`src/rtl/uart_rx_cfg.sv`:
```
// Parametrised UART receiver: synchronised Rx, validated start bit, parity/framing checks,
// ready/valid holding register with overrun pulse. Define UART_RX_MAJORITY_EN for 2-of-3 bit voting.
module uart_rx_cfg #(
  parameter int BAUD_RATE   = 9600,
  parameter int CLK_FREQ_HZ = 12000000,
  parameter int DATA_BITS   = 8,
  parameter int PARITY      = 0,
  parameter int STOP_BITS   = 1,
  parameter int SYNC_STAGES = 2
) (
  input  logic                 Clk,
  input  logic                 Rst,
  input  logic                 Rx,
  output logic [DATA_BITS-1:0] RxD,
  output logic                 RxDValid,
  input  logic                 RxDReady,
  output logic                 FrameErr,
  output logic                 ParityErr,
  output logic                 Overrun,
  output logic                 Busy
);

  localparam int PERIOD = CLK_FREQ_HZ / BAUD_RATE;
  localparam int HALF   = PERIOD / 2;
  localparam int CW     = $clog2(PERIOD);
  localparam int BW     = $clog2(DATA_BITS);
`ifdef UART_RX_MAJORITY_EN
  localparam int DEC    = HALF + 1;
`else
  localparam int DEC    = HALF;
`endif
  localparam logic [CW-1:0] CNT_DEC  = CW'(DEC);
  localparam logic [CW-1:0] CNT_LAST = CW'(PERIOD - 1);
  localparam logic [BW-1:0] BIT_LAST = BW'(DATA_BITS - 1);
  localparam logic          STOP_LAST = 1'(STOP_BITS - 1);

  generate
    if (DATA_BITS < 5 || DATA_BITS > 9) begin : g_bad_data_bits
      $error("uart_rx_cfg: DATA_BITS must be 5..9");
    end
    if (PARITY < 0 || PARITY > 2) begin : g_bad_parity
      $error("uart_rx_cfg: PARITY must be 0, 1 or 2");
    end
    if (STOP_BITS != 1 && STOP_BITS != 2) begin : g_bad_stop_bits
      $error("uart_rx_cfg: STOP_BITS must be 1 or 2");
    end
    if (PERIOD < 8) begin : g_bad_period
      $error("uart_rx_cfg: CLK_FREQ_HZ/BAUD_RATE must be >= 8");
    end
    if (SYNC_STAGES < 2) begin : g_bad_sync
      $error("uart_rx_cfg: SYNC_STAGES must be >= 2");
    end
  endgenerate

  typedef enum logic [2:0] {S_IDLE, S_START, S_DATA, S_PARITY, S_STOP} state_t;

  state_t                 state_q, state_d;
  logic [SYNC_STAGES-1:0] sync_q, sync_d;
  logic                   rxs_d_q, rxs;
  logic [CW-1:0]          cnt_q, cnt_d;
  logic [BW-1:0]          bit_q, bit_d;
  logic                   stop_q, stop_d;
  logic [DATA_BITS-1:0]   shreg_q, shreg_d;
  logic                   perr_q, perr_d;
  logic                   ferr_q, ferr_d;
  logic [DATA_BITS-1:0]   rxd_q, rxd_d;
  logic                   valid_q, valid_d;
  logic                   fe_q, fe_d;
  logic                   pe_q, pe_d;
  logic                   ovr_q, ovr_d;
  logic                   busy_q, busy_d;
  logic                   sample, at_dec, at_last, done;

  assign sync_d = {sync_q[SYNC_STAGES-2:0], Rx};
  assign rxs    = sync_q[SYNC_STAGES-1];
  assign at_dec  = (cnt_q == CNT_DEC);
  assign at_last = (cnt_q == CNT_LAST);

`ifdef UART_RX_MAJORITY_EN
  // Two early samples are kept; the third is the live synchroniser output at the decision cycle.
  logic [1:0] vote_q, vote_d;
  always_comb begin
    vote_d = vote_q;
    if (cnt_q == CW'(HALF - 1)) vote_d[0] = rxs;
    if (cnt_q == CW'(HALF))     vote_d[1] = rxs;
  end
  assign sample = (vote_q[0] & vote_q[1]) | (vote_q[0] & rxs) | (vote_q[1] & rxs);
`else
  assign sample = rxs;
`endif

  always_comb begin
    state_d = state_q;
    cnt_d   = at_last ? '0 : cnt_q + 1'b1;
    bit_d   = bit_q;
    stop_d  = stop_q;
    shreg_d = shreg_q;
    perr_d  = perr_q;
    ferr_d  = ferr_q;
    done    = 1'b0;
    unique case (state_q)
      S_IDLE: begin
        cnt_d  = '0;
        bit_d  = '0;
        stop_d = 1'b0;
        if (rxs_d_q && !rxs) begin
          state_d = S_START;
          perr_d  = 1'b0;
          ferr_d  = 1'b0;
        end
      end
      S_START: begin
        if (at_dec && sample) begin
          state_d = S_IDLE;
          cnt_d   = '0;
        end else if (at_last) begin
          state_d = S_DATA;
        end
      end
      S_DATA: begin
        if (at_dec) shreg_d = {sample, shreg_q[DATA_BITS-1:1]};
        if (at_last) begin
          if (bit_q == BIT_LAST) begin
            bit_d   = '0;
            state_d = (PARITY != 0) ? S_PARITY : S_STOP;
          end else begin
            bit_d = bit_q + 1'b1;
          end
        end
      end
      S_PARITY: begin
        if (at_dec) perr_d = ((^shreg_q) ^ sample) != (PARITY == 1);
        if (at_last) state_d = S_STOP;
      end
      S_STOP: begin
        if (at_dec) begin
          if (!sample) ferr_d = 1'b1;
          // Hand the frame off at mid-bit of the last stop bit so a following start edge is not missed.
          if (stop_q == STOP_LAST) begin
            done    = 1'b1;
            state_d = S_IDLE;
            cnt_d   = '0;
          end
        end else if (at_last) begin
          stop_d = 1'b1;
        end
      end
      default: state_d = S_IDLE;
    endcase
  end

  always_comb begin
    rxd_d   = rxd_q;
    valid_d = valid_q;
    fe_d    = fe_q;
    pe_d    = pe_q;
    ovr_d   = 1'b0;
    if (valid_q && RxDReady) valid_d = 1'b0;
    if (done) begin
      if (!valid_q || RxDReady) begin
        rxd_d   = shreg_q;
        fe_d    = ferr_q | ~sample;
        pe_d    = perr_q;
        valid_d = 1'b1;
      end else begin
        ovr_d = 1'b1;
      end
    end
    busy_d = (state_d != S_IDLE);
  end

  always_ff @(posedge Clk) begin
    if (Rst) begin
      state_q <= S_IDLE;
      sync_q  <= '1;
      rxs_d_q <= 1'b1;
      cnt_q   <= '0;
      bit_q   <= '0;
      stop_q  <= 1'b0;
      shreg_q <= '0;
      perr_q  <= 1'b0;
      ferr_q  <= 1'b0;
      rxd_q   <= '0;
      valid_q <= 1'b0;
      fe_q    <= 1'b0;
      pe_q    <= 1'b0;
      ovr_q   <= 1'b0;
      busy_q  <= 1'b0;
`ifdef UART_RX_MAJORITY_EN
      vote_q  <= '1;
`endif
    end else begin
      state_q <= state_d;
      sync_q  <= sync_d;
      rxs_d_q <= rxs;
      cnt_q   <= cnt_d;
      bit_q   <= bit_d;
      stop_q  <= stop_d;
      shreg_q <= shreg_d;
      perr_q  <= perr_d;
      ferr_q  <= ferr_d;
      rxd_q   <= rxd_d;
      valid_q <= valid_d;
      fe_q    <= fe_d;
      pe_q    <= pe_d;
      ovr_q   <= ovr_d;
      busy_q  <= busy_d;
`ifdef UART_RX_MAJORITY_EN
      vote_q  <= vote_d;
`endif
    end
  end

  assign RxD       = rxd_q;
  assign RxDValid  = valid_q;
  assign FrameErr  = fe_q;
  assign ParityErr = pe_q;
  assign Overrun   = ovr_q;
  assign Busy      = busy_q;

endmodule

```
`config.mk`:
```
export PLATFORM = sky130hd
export DESIGN_NAME = uart_rx_cfg
export DESIGN_NICKNAME = d
export VERILOG_FILES = /design/src/rtl/uart_rx_cfg.sv
export SDC_FILE = /design/constraint.sdc
export NUM_CORES = 1
export LEC_CHECK = 0
export BUFFER_PORTS_ARGS = -buffer_cell sky130_fd_sc_hd__clkbuf_2
export CAP_MARGIN = 20
export CELL_PAD_IN_SITES_DETAIL_PLACEMENT = 0
export CELL_PAD_IN_SITES_GLOBAL_PLACEMENT = 1
export CORE_AREA = 3 3 68 70
export DETAILED_ROUTE_END_ITERATION = 10
export DIE_AREA = 0 0 71 73
export PLACE_DENSITY = 0.87
export SLEW_MARGIN = 20
export SYNTH_ARGS = -nofsm -noshare
export SYNTH_HDL_FRONTEND = slang
export SYNTH_SLANG_ARGS = --single-unit
```
`constraint.sdc`:
```
create_clock -name Clk -period 4.4 [get_ports Clk]
set_clock_uncertainty 0.2 [all_clocks]
set_input_delay 0.88 -clock Clk [delete_from_list [all_inputs] [get_ports Clk]]
set_output_delay 0.88 -clock Clk [all_outputs]
set_load 0.01 [all_outputs]
```
-- Word-level counts from Yosys, hierarchy flattened
Index checks and enable logic that the tools add are counted.
- equality and inequality tests: 14
- $add $sub $neg: 2
- reduce and logical (&&, ||, !) cells: 19
- bitwise logic cells: 4
- magnitude comparators: 0
- shift operators: 0
- div/mod/pow operators: 0
- multipliers: 0
- muxes and demuxes: 33
- operators by type and width (cell ; number):
    $mux 11 ; 4
    $pmux 11 s3 ; 1
    $mux 3 ; 10
    $pmux 3 s5 ; 1
    $ne 2x2->1 const B ; 7
    $mux 1 ; 13
    $add 11x1->11 const B ; 1
    $eq 11x10->1 const B ; 1
    $eq 11x11->1 const B ; 1
    $reduce_xor 8->1 ; 1
    $eq 3x2->1 const B ; 2
    $eq 3x3->1 const B ; 2
    $pmux 1 s2 ; 3
    $pmux 3 s2 ; 1
    $reduce_and 2->1 ; 3
    $reduce_and 3->1 ; 2
    $reduce_bool 2->1 ; 3
    $reduce_and 4->1 ; 1
    $add 3x1->3 const B ; 1
    $eq 3x1->1 const B ; 1
    $logic_and 1x1->1 ; 3
    $logic_not 3->1 ; 1
    $reduce_bool 3->1 ; 1
    $logic_not 1->1 ; 2
    other kinds (5) ; 6
- output and inout bits: 13
- memory bits (writable): 0
- memories kept: 0
- bits in read-only memories: 0
- flip-flop bits (word level): 44
- latch bits: 0
- logic and storage cells: 87

-- Depth between registers and ports, before layout
Gate-level depths: netlist (run 1).
- word-level depth: 5
- depth in mapped cells: 8
- mapped depth without buffers: 7

-- Worst setup path before layout (run 1)
Ideal clock, no wire load.
- path kind: register to register
- start point: register cnt_q[0]
- end point: register shreg_q[0]
- library setup time: 128 ps
- period minus slack after synthesis: 2018 ps
- path slack: 2382 ps
- data arrival time: 1691 ps
- stages on the path, launching flop included: 8
- cell sequence: dfxtp_1 ha_1 nor4b_4 nand3_2 or4_1 buf_2 mux2i_1 nor2_1
- longest elaborated chain between the ends: 2
- ends and longest elaborated chain (item ; RTL line ; RTL):
    start: declaration ; 60 ; logic [CW-1:0] cnt_q, cnt_d;
    start signal: assignment ; 196 ; cnt_q <= cnt_d;
    $eq 11x10->1 ; 76 ; assign at_dec = (cnt_q == CNT_DEC);
    $reduce_and 2->1 (no line) ; -- ;
    end signal: assignment ; 199 ; shreg_q <= shreg_d;
    end: declaration ; 63 ; logic [DATA_BITS-1:0] shreg_q, shreg_d;
No other way between the ends.
A chain may end at the register's enable or synchronous reset.

-- Worst setup path after layout (run 1)
- start point: register cnt_q[0]
- end point: register shreg_q[1]
Same word-level chain as after synthesis.

==> results.sh, run 1 <==
export IMPL_syn_cell_area_um2=1910
export IMPL_timing_final_hold_violations=0
export IMPL_p_leak_uw=0.000843
export IMPL_ant_nets=0
export IMPL_min_from="sync_q[0]$_SDFF_PP1_"
export IMPL_worst_hold_path_type="reg2reg"
export IMPL_yosys_area_share_adder=0.0262
export IMPL_vias=1375
export IMPL_drive_above_1_share=0.172
export IMPL_cts_resized_gates=0
export IMPL_layout_area_overhead_vs_synth_pct=11.8
export IMPL_place_hpwl_mm=2.24
export IMPL_nNetsFinal=228
export IMPL_power_density_nw_per_um2=368
export IMPL_cts_root_buffer="clkbuf_8"
export IMPL_final_cell_mix="dfxtp_1 (44), nor2_1 (41), mux2i_1 (17)"
export IMPL_crit_start="cnt_q[0]$_SDFF_PP0_"
export IMPL_synth_nets=212
export IMPL_power_uw=786
export IMPL_pre_cts_slack_ps=1890
export IMPL_critical_path_class="reg2reg"
export IMPL_dr_pass1_iters=4
export IMPL_avgViaCountPerCell=5.07
export IMPL_synth_warnings=0
export IMPL_final_cell_area_um2=2140
export IMPL_critPathMaxFanout=8
export IMPL_wl_per_cell_um=12.1
export IMPL_numPortBuffers=16
export IMPL_dieArea_um2=5180
export IMPL_cp_data_required_time_ps=4360
export IMPL_cp_arrival_ps=2310
export IMPL_rr_startpoint="cnt_q[0]$_SDFF_PP0_"
export IMPL_peakVddDrop_mv=0.251
export IMPL_clk_latency_ps=300
export IMPL_synth_compound_gate_area_share=0.0635
export IMPL_htreeDepth=2
export IMPL_initial_core_util=0.475
export IMPL_cap_violations=0
export IMPL_rsz0062_at_grt="false"
export IMPL_synthArstFlopShare=0
export IMPL_rows=23
export IMPL_core_area_um2=4030
export IMPL_cp_end_kind="flop"
export IMPL_grt_pass1_vias=1261
export IMPL_antenna_found_initial=0
export IMPL_ys_flop_type="dfxtp_1"
export IMPL_synthSimpleGateAreaFrac=0.247
export IMPL_totalWireLength_mm=3.29
export IMPL_cts_buffers=5
export IMPL_muxShareOfSynthArea=0.0949
export IMPL_syn_inst=204
export IMPL_die_y_um=73
export IMPL_final_max_slew_viol_count=0
export IMPL_status="complete, no violations"
export IMPL_grt_overflow=0
export IMPL_fmax_ghz=0.427
export IMPL_setup_viol=0
export IMPL_n_antenna_cell=0
export IMPL_slew_headroom=0.578
export IMPL_die_w_um=71
export IMPL_post_dp_cell_area_um2=2030
export IMPL_finalCritPeriodShare=0.532
export IMPL_worstMarginPinSlew_ps=633
export IMPL_grt_total_usage=0.141
export IMPL_synth_edff_count=0
export IMPL_avgSynthCellArea_um2=9.37
export IMPL_holdBufCountCts=0
export IMPL_synth_top_family_by_area="simple AND/OR/NAND/NOR gates"
export IMPL_place_gp_congestion=0.818
export IMPL_ys_types=42
export IMPL_setup_ws_ps=2060
export IMPL_post_cts_buffers=0
export IMPL_drc=0
export IMPL_final_common_cell="dfxtp_1"
export IMPL_grt_max_degree=33
export IMPL_ios=17
export IMPL_ys_seq_elements=44
export IMPL_synth_seq_area_share=0.461
export IMPL_cts_sinks=44
export IMPL_startpoint_type="flop"
export IMPL_drt_iter0_drc=59
export IMPL_grt_pass1_wl_mm=5.79
export IMPL_cts_tree="done"
export IMPL_tns_ps=0
export IMPL_cts_buffer_depth=2
export IMPL_cts_clk_slew_worst_paths_ps=90
export IMPL_synth_xor_area_frac=0.0805
export IMPL_min_period_ps=2340
==> routing by layer <==
layer / up-vias / part of all wire / GRT usage
met5: - / 0 / 0
met4: 0 / 0.012 / 0.0438
met3: 5 / 0.046 / 0.0551
met2: 20 / 0.43 / 0.218
met1: 622 / 0.51 / 0.181
li1: 728 / - / -
==> power breakdown <==
group	internal (uW)	switching, uW
registers	407	10.1
logic	23.9	35.9
clock network	168	141
total	599	187
==> cell type report <==
class	instances	area (um2)
inverters	4	15.0
clock inverters	3	42.5
multi-input cells	148	980
well taps	50	62.6
flip-flops and latches	44	881
fillers	392	1890
clock buffers	5	68.8
repair buffers	17	87.6
==> Yosys cell counts (2+ instances only) <==
library cell  instances  area, um2
dfxtp_1              44        881
nor2_1               41        154
mux2i_1              17        170
nand2_1              13       48.8
a21oi_1               9       45.0
xor2_1                8       70.1
xnor2_1               7       61.3
clkbuf_1              5       18.8
nand3_1               5       25.0
nor3_1                5       25.0
ha_1                  4       50.1
inv_1                 4       15.0
or2_2                 4       25.0
nand2b_1              3       18.8
nand4_1               3       18.8
and3_1                2       12.5
buf_2                 2       10.0
o21ai_0               2       10.0
or3_1                 2       12.5
or3_2                 2       15.0
==> critical path, cell delays in order, from the launching register on <==
cell and delay, ps:
dfxtp_1 410, ha_1 190, nor4b_4 250, nand3_2 180, or4_1 690, mux2i_1 230, nor2_1 50
==> worst paths after layout <==
path	to	slack, ps	cells after the start
min	sync_q[1]$_SDFF_PP1_	210	1
min reg2reg	sync_q[1]$_SDFF_PP1_	210	1
max reg2reg	shreg_q[1]$_SDFFE_PP0P_	2060	6
max	shreg_q[1]$_SDFFE_PP0P_	2060	6
==> through the flow <==
step | hold slack (ps) | utilization | std cells
after floorplan | 189 | - | 204
after global placement | 196 | 0.503 | 263
after detailed placement | 197 | 0.503 | 263
after CTS | 217 | 0.530 | 271
after global routing | 238 | 0.530 | 271
final | 206 | 0.530 | 271
==> kinds of logic (layout without fill, tap and decap cells) <==
group | after synthesis | after routing
AO/OA/AOI/OAI | 19 | 19
multiplexers | 18 | 18
XOR/XNOR | 16 | 16
AND/OR/NAND/NOR | 91 | 91
adder cells (fa/ha/maj) | 4 | 4
buffers and inverters | 12 | 29
flip-flops | 44 | 44
==> flip-flops by register name, summed over array words and instances (netlist names) <==
signal / flops
cnt_q: 11
RxD: 8
shreg_q: 8
bit_q: 3
state_q: 3
sync_q: 2
Busy: 1
FrameErr: 1
Overrun: 1
ParityErr: 1
RxDValid: 1
ferr_q: 1
perr_q: 1
rxs_d_q: 1
stop_q: 1
Note: power is estimated with default switching activity, not from simulation.
==> inputs of run 2 (changes only) <==
--- a/config.mk
+++ b/config.mk
@@ -9,10 +9,10 @@
 export CAP_MARGIN = 20
 export CELL_PAD_IN_SITES_DETAIL_PLACEMENT = 0
 export CELL_PAD_IN_SITES_GLOBAL_PLACEMENT = 1
-export CORE_AREA = 3 3 68 70
+export CORE_AREA = 3 3 70 72
 export DETAILED_ROUTE_END_ITERATION = 10
-export DIE_AREA = 0 0 71 73
-export PLACE_DENSITY = 0.87
+export DIE_AREA = 0 0 73 75
+export PLACE_DENSITY = 0.83
 export SLEW_MARGIN = 20
 export SYNTH_ARGS = -nofsm -noshare
 export SYNTH_HDL_FRONTEND = slang
==> constraint.sdc (replaced) <==
create_clock -name Clk -period 2.2 [get_ports Clk]
set_clock_uncertainty 0.2 [all_clocks]
set_input_delay 0.44 -clock Clk [delete_from_list [all_inputs] [get_ports Clk]]
set_output_delay 0.44 -clock Clk [all_outputs]
set_load 0.01 [all_outputs]
==> run 2 against run 1 <==
  * Register-to-register slack lost 1900 ps
  * Die area is 5.6% higher
  * Critical path type unchanged
  * Sequential share of layout area is 1.9 points lower
  * First-iteration DRC count rose by 100%
  * Cell count rose by 3.3%
  * Non-clock buffer count increased by 7
  * Power up 110%
  * Routed wire length increased by 2.8%
  * Worst setup slack worse by 1900 ps
  * Clock power up 110%
  * Global-route usage down 1.1 points
  * Via count increased by 2.9%
==> results.sh, run 2 (synthesis gave the netlist of run 1 again) <==
export IMPL_status="complete, no violations"
export IMPL_rows=24
export IMPL_largest_reg_flops=11
export IMPL_cts_buffer_depth=2
export IMPL_final_common_cell="dfxtp_1"
export IMPL_drt_iter0_drc=119
export IMPL_cp_data_required_time_ps=2180
export IMPL_p_int_uw=1250
export IMPL_core_area_um2=4350
export IMPL_cts_sinks=44
export IMPL_regMostFlops="cnt_q"
export IMPL_power_density_nw_per_um2=724
export IMPL_n_antenna_cell=0
export IMPL_final_cell_mix="dfxtp_1 (42), nor2_1 (41), mux2i_1 (17)"
export IMPL_swShare=0.229
export IMPL_place_hpwl_mm=2.36
export IMPL_cts_tree="done"
export IMPL_tns_ps=0
export IMPL_drc=0
export IMPL_htreeDepth=2
export IMPL_numPortBuffers=16
export IMPL_clk_latency_ps=300
export IMPL_worstHoldEndpoint="sync_q[0]$_SDFF_PP1_"
export IMPL_fillCellCount=409
export IMPL_top_usage_layer="met2"
export IMPL_layout_area_overhead_vs_synth_pct=17.5
export IMPL_die_w_um=73
export IMPL_cp_end_kind="flop"
export IMPL_finalCritPeriodShare=0.945
export IMPL_grt_max_degree=26
export IMPL_place_gp_congestion=0.769
export IMPL_ant_nets=0
export IMPL_min_period_ps=2080
export IMPL_cap_violations=0
export IMPL_hold_path_depth=2
export IMPL_p_leak_uw=0.000905
export IMPL_initial_core_util=0.439
export IMPL_peakVddDrop_mv=0.483
export IMPL_die_y_um=75
export IMPL_post_route_util=0.516
export IMPL_rr_endpoint="shreg_q[2]$_SDFFE_PP0P_"
export IMPL_dr_pass1_iters=4
export IMPL_ios=17
export IMPL_wl_per_cell_um=12.1
export IMPL_final_max_slew_viol_count=0
export IMPL_worst_hold_path_type="in2reg"
export IMPL_rr_startpoint="cnt_q[1]$_SDFF_PP0_"
export IMPL_totalWireLength_mm=3.38
export IMPL_seqPwrFrac=0.513
export IMPL_vias=1415
export IMPL_min_from="Rx"
export IMPL_timing_final_hold_violations=0
export IMPL_fmax_ghz=0.481
export IMPL_rrSetupSlack_ps=120
export IMPL_grt_total_usage=0.129
export IMPL_cp_arrival_ps=2060
export IMPL_reg2reg_depth=8
export IMPL_cts_root_buffer="clkbuf_8"
export IMPL_grt_pass1_vias=1232
export IMPL_grt_pass1_wl_mm=5.56
export IMPL_setup_viol=0
export IMPL_dieArea_um2=5480
export IMPL_slew_headroom=0.776
export IMPL_antenna_found_initial=0
export IMPL_worstMarginPinSlew_ps=335
export IMPL_grt_util_met3=0.0360
export IMPL_met1_usage=0.180
export IMPL_cts_buffers=5
export IMPL_drive_above_1_share=0.219
export IMPL_p_switching_uw=373
export IMPL_nNetsFinal=235
export IMPL_avgViaCountPerCell=5.05
export IMPL_critPathMaxFanout=8
export IMPL_rsz0062_at_grt="false"
export IMPL_cts_clk_slew_worst_paths_ps=80
export IMPL_p_clk_frac=0.396
export IMPL_pwr_share_comb=0.090
export IMPL_startpoint_type="flop"
export IMPL_grtUsageMet2=0.189
export IMPL_grt_overflow=0
export IMPL_critical_path_class="reg2reg"
run 2: changes by cell type in the layout (fill, tap and decap cells not counted), sizes merged:
cell | previous run | this run
clkbuf | 21 | 22
clkinvlp | 1 | 0
buf | 1 | 8
run 2: repair_timing:
item	in CTS	in global routing
setup endpoints to repair	0	18
setup buffers	0	2
endpoints found under the hold margin	0	0
hold buffers	0	0
resized for setup	0	11
run 2: routing by layer:
| metal | up-vias | share of wire |
|---|---|---|
| met4 | 0 | 0.017 |
| met2 | 22 | 0.42 |
| li1 | 742 | - |
| met3 | 6 | 0.042 |
| met1 | 645 | 0.52 |
| met5 | - | 0 |
run 2: worst max path at each step:
stage | startpoint | endpoint | slack, ps | depth (start not counted)
after global placement | cnt_q[1]$_SDFF_PP0_ | shreg_q[4]$_SDFFE_PP0P_ | 110 | 8
final | cnt_q[1]$_SDFF_PP0_ | shreg_q[2]$_SDFFE_PP0P_ | 120 | 8
after floorplan | cnt_q[0]$_SDFF_PP0_ | shreg_q[0]$_SDFFE_PP0P_ | 180 | 7
after CTS | cnt_q[1]$_SDFF_PP0_ | shreg_q[2]$_SDFFE_PP0P_ | 60 | 8
after global routing | cnt_q[1]$_SDFF_PP0_ | shreg_q[2]$_SDFFE_PP0P_ | 10 | 8
after detailed placement | cnt_q[1]$_SDFF_PP0_ | shreg_q[2]$_SDFFE_PP0P_ | 80 | 8
run 2: area by class of cell:
type / count / area, um2 / share of cell area
clock buffer: 6 / 82.6 / 0.0367
tap: 52 / 65.1 / 0.0290
multi-input combinational: 148 / 1000 / 0.447
sequential: 44 / 883 / 0.393
inverter: 4 / 15.0 / 0.00668
timing repair buffer: 24 / 158 / 0.0702
clock inverter: 2 / 38.8 / 0.0173
run 2: worst max-delay path: stages, from the launching register on:
cell and delay, ps:
dfxtp_2 340, inv_2 60, ha_4 120, nor4b_4 240, nand3_2 200, or4_4 460, buf_8 160, mux2i_1 140
nor2_1 50
run 2: power groups by stage:
stage / Combinational [uW] / Sequential (uW) / Clock [uW]
6_report: 147 / 836 / 645
5_1_grt: 164 / 840 / 694
4_1_cts: 142 / 833 / 669
3_5_place_dp: 142 / 852 / 0
3_3_place_gp: 144 / 852 / 0
2_1_floorplan: 92.2 / 851 / 0
run 2: per-stage QoR:
stage | area [um2] | power (uW) | std cells | hold slack (ps) | worst slack, ps
after floorplan | 1910 | 944 | 204 | 189 | 182
after global placement | 2070 | 995 | 269 | 193 | 110
after detailed placement | 2070 | 993 | 269 | 199 | 78.9
after CTS | 2190 | 1640 | 277 | 106 | 64.0
after global routing | 2250 | 1700 | 280 | 119 | 9.67
final | 2250 | 1630 | 280 | 119 | 121
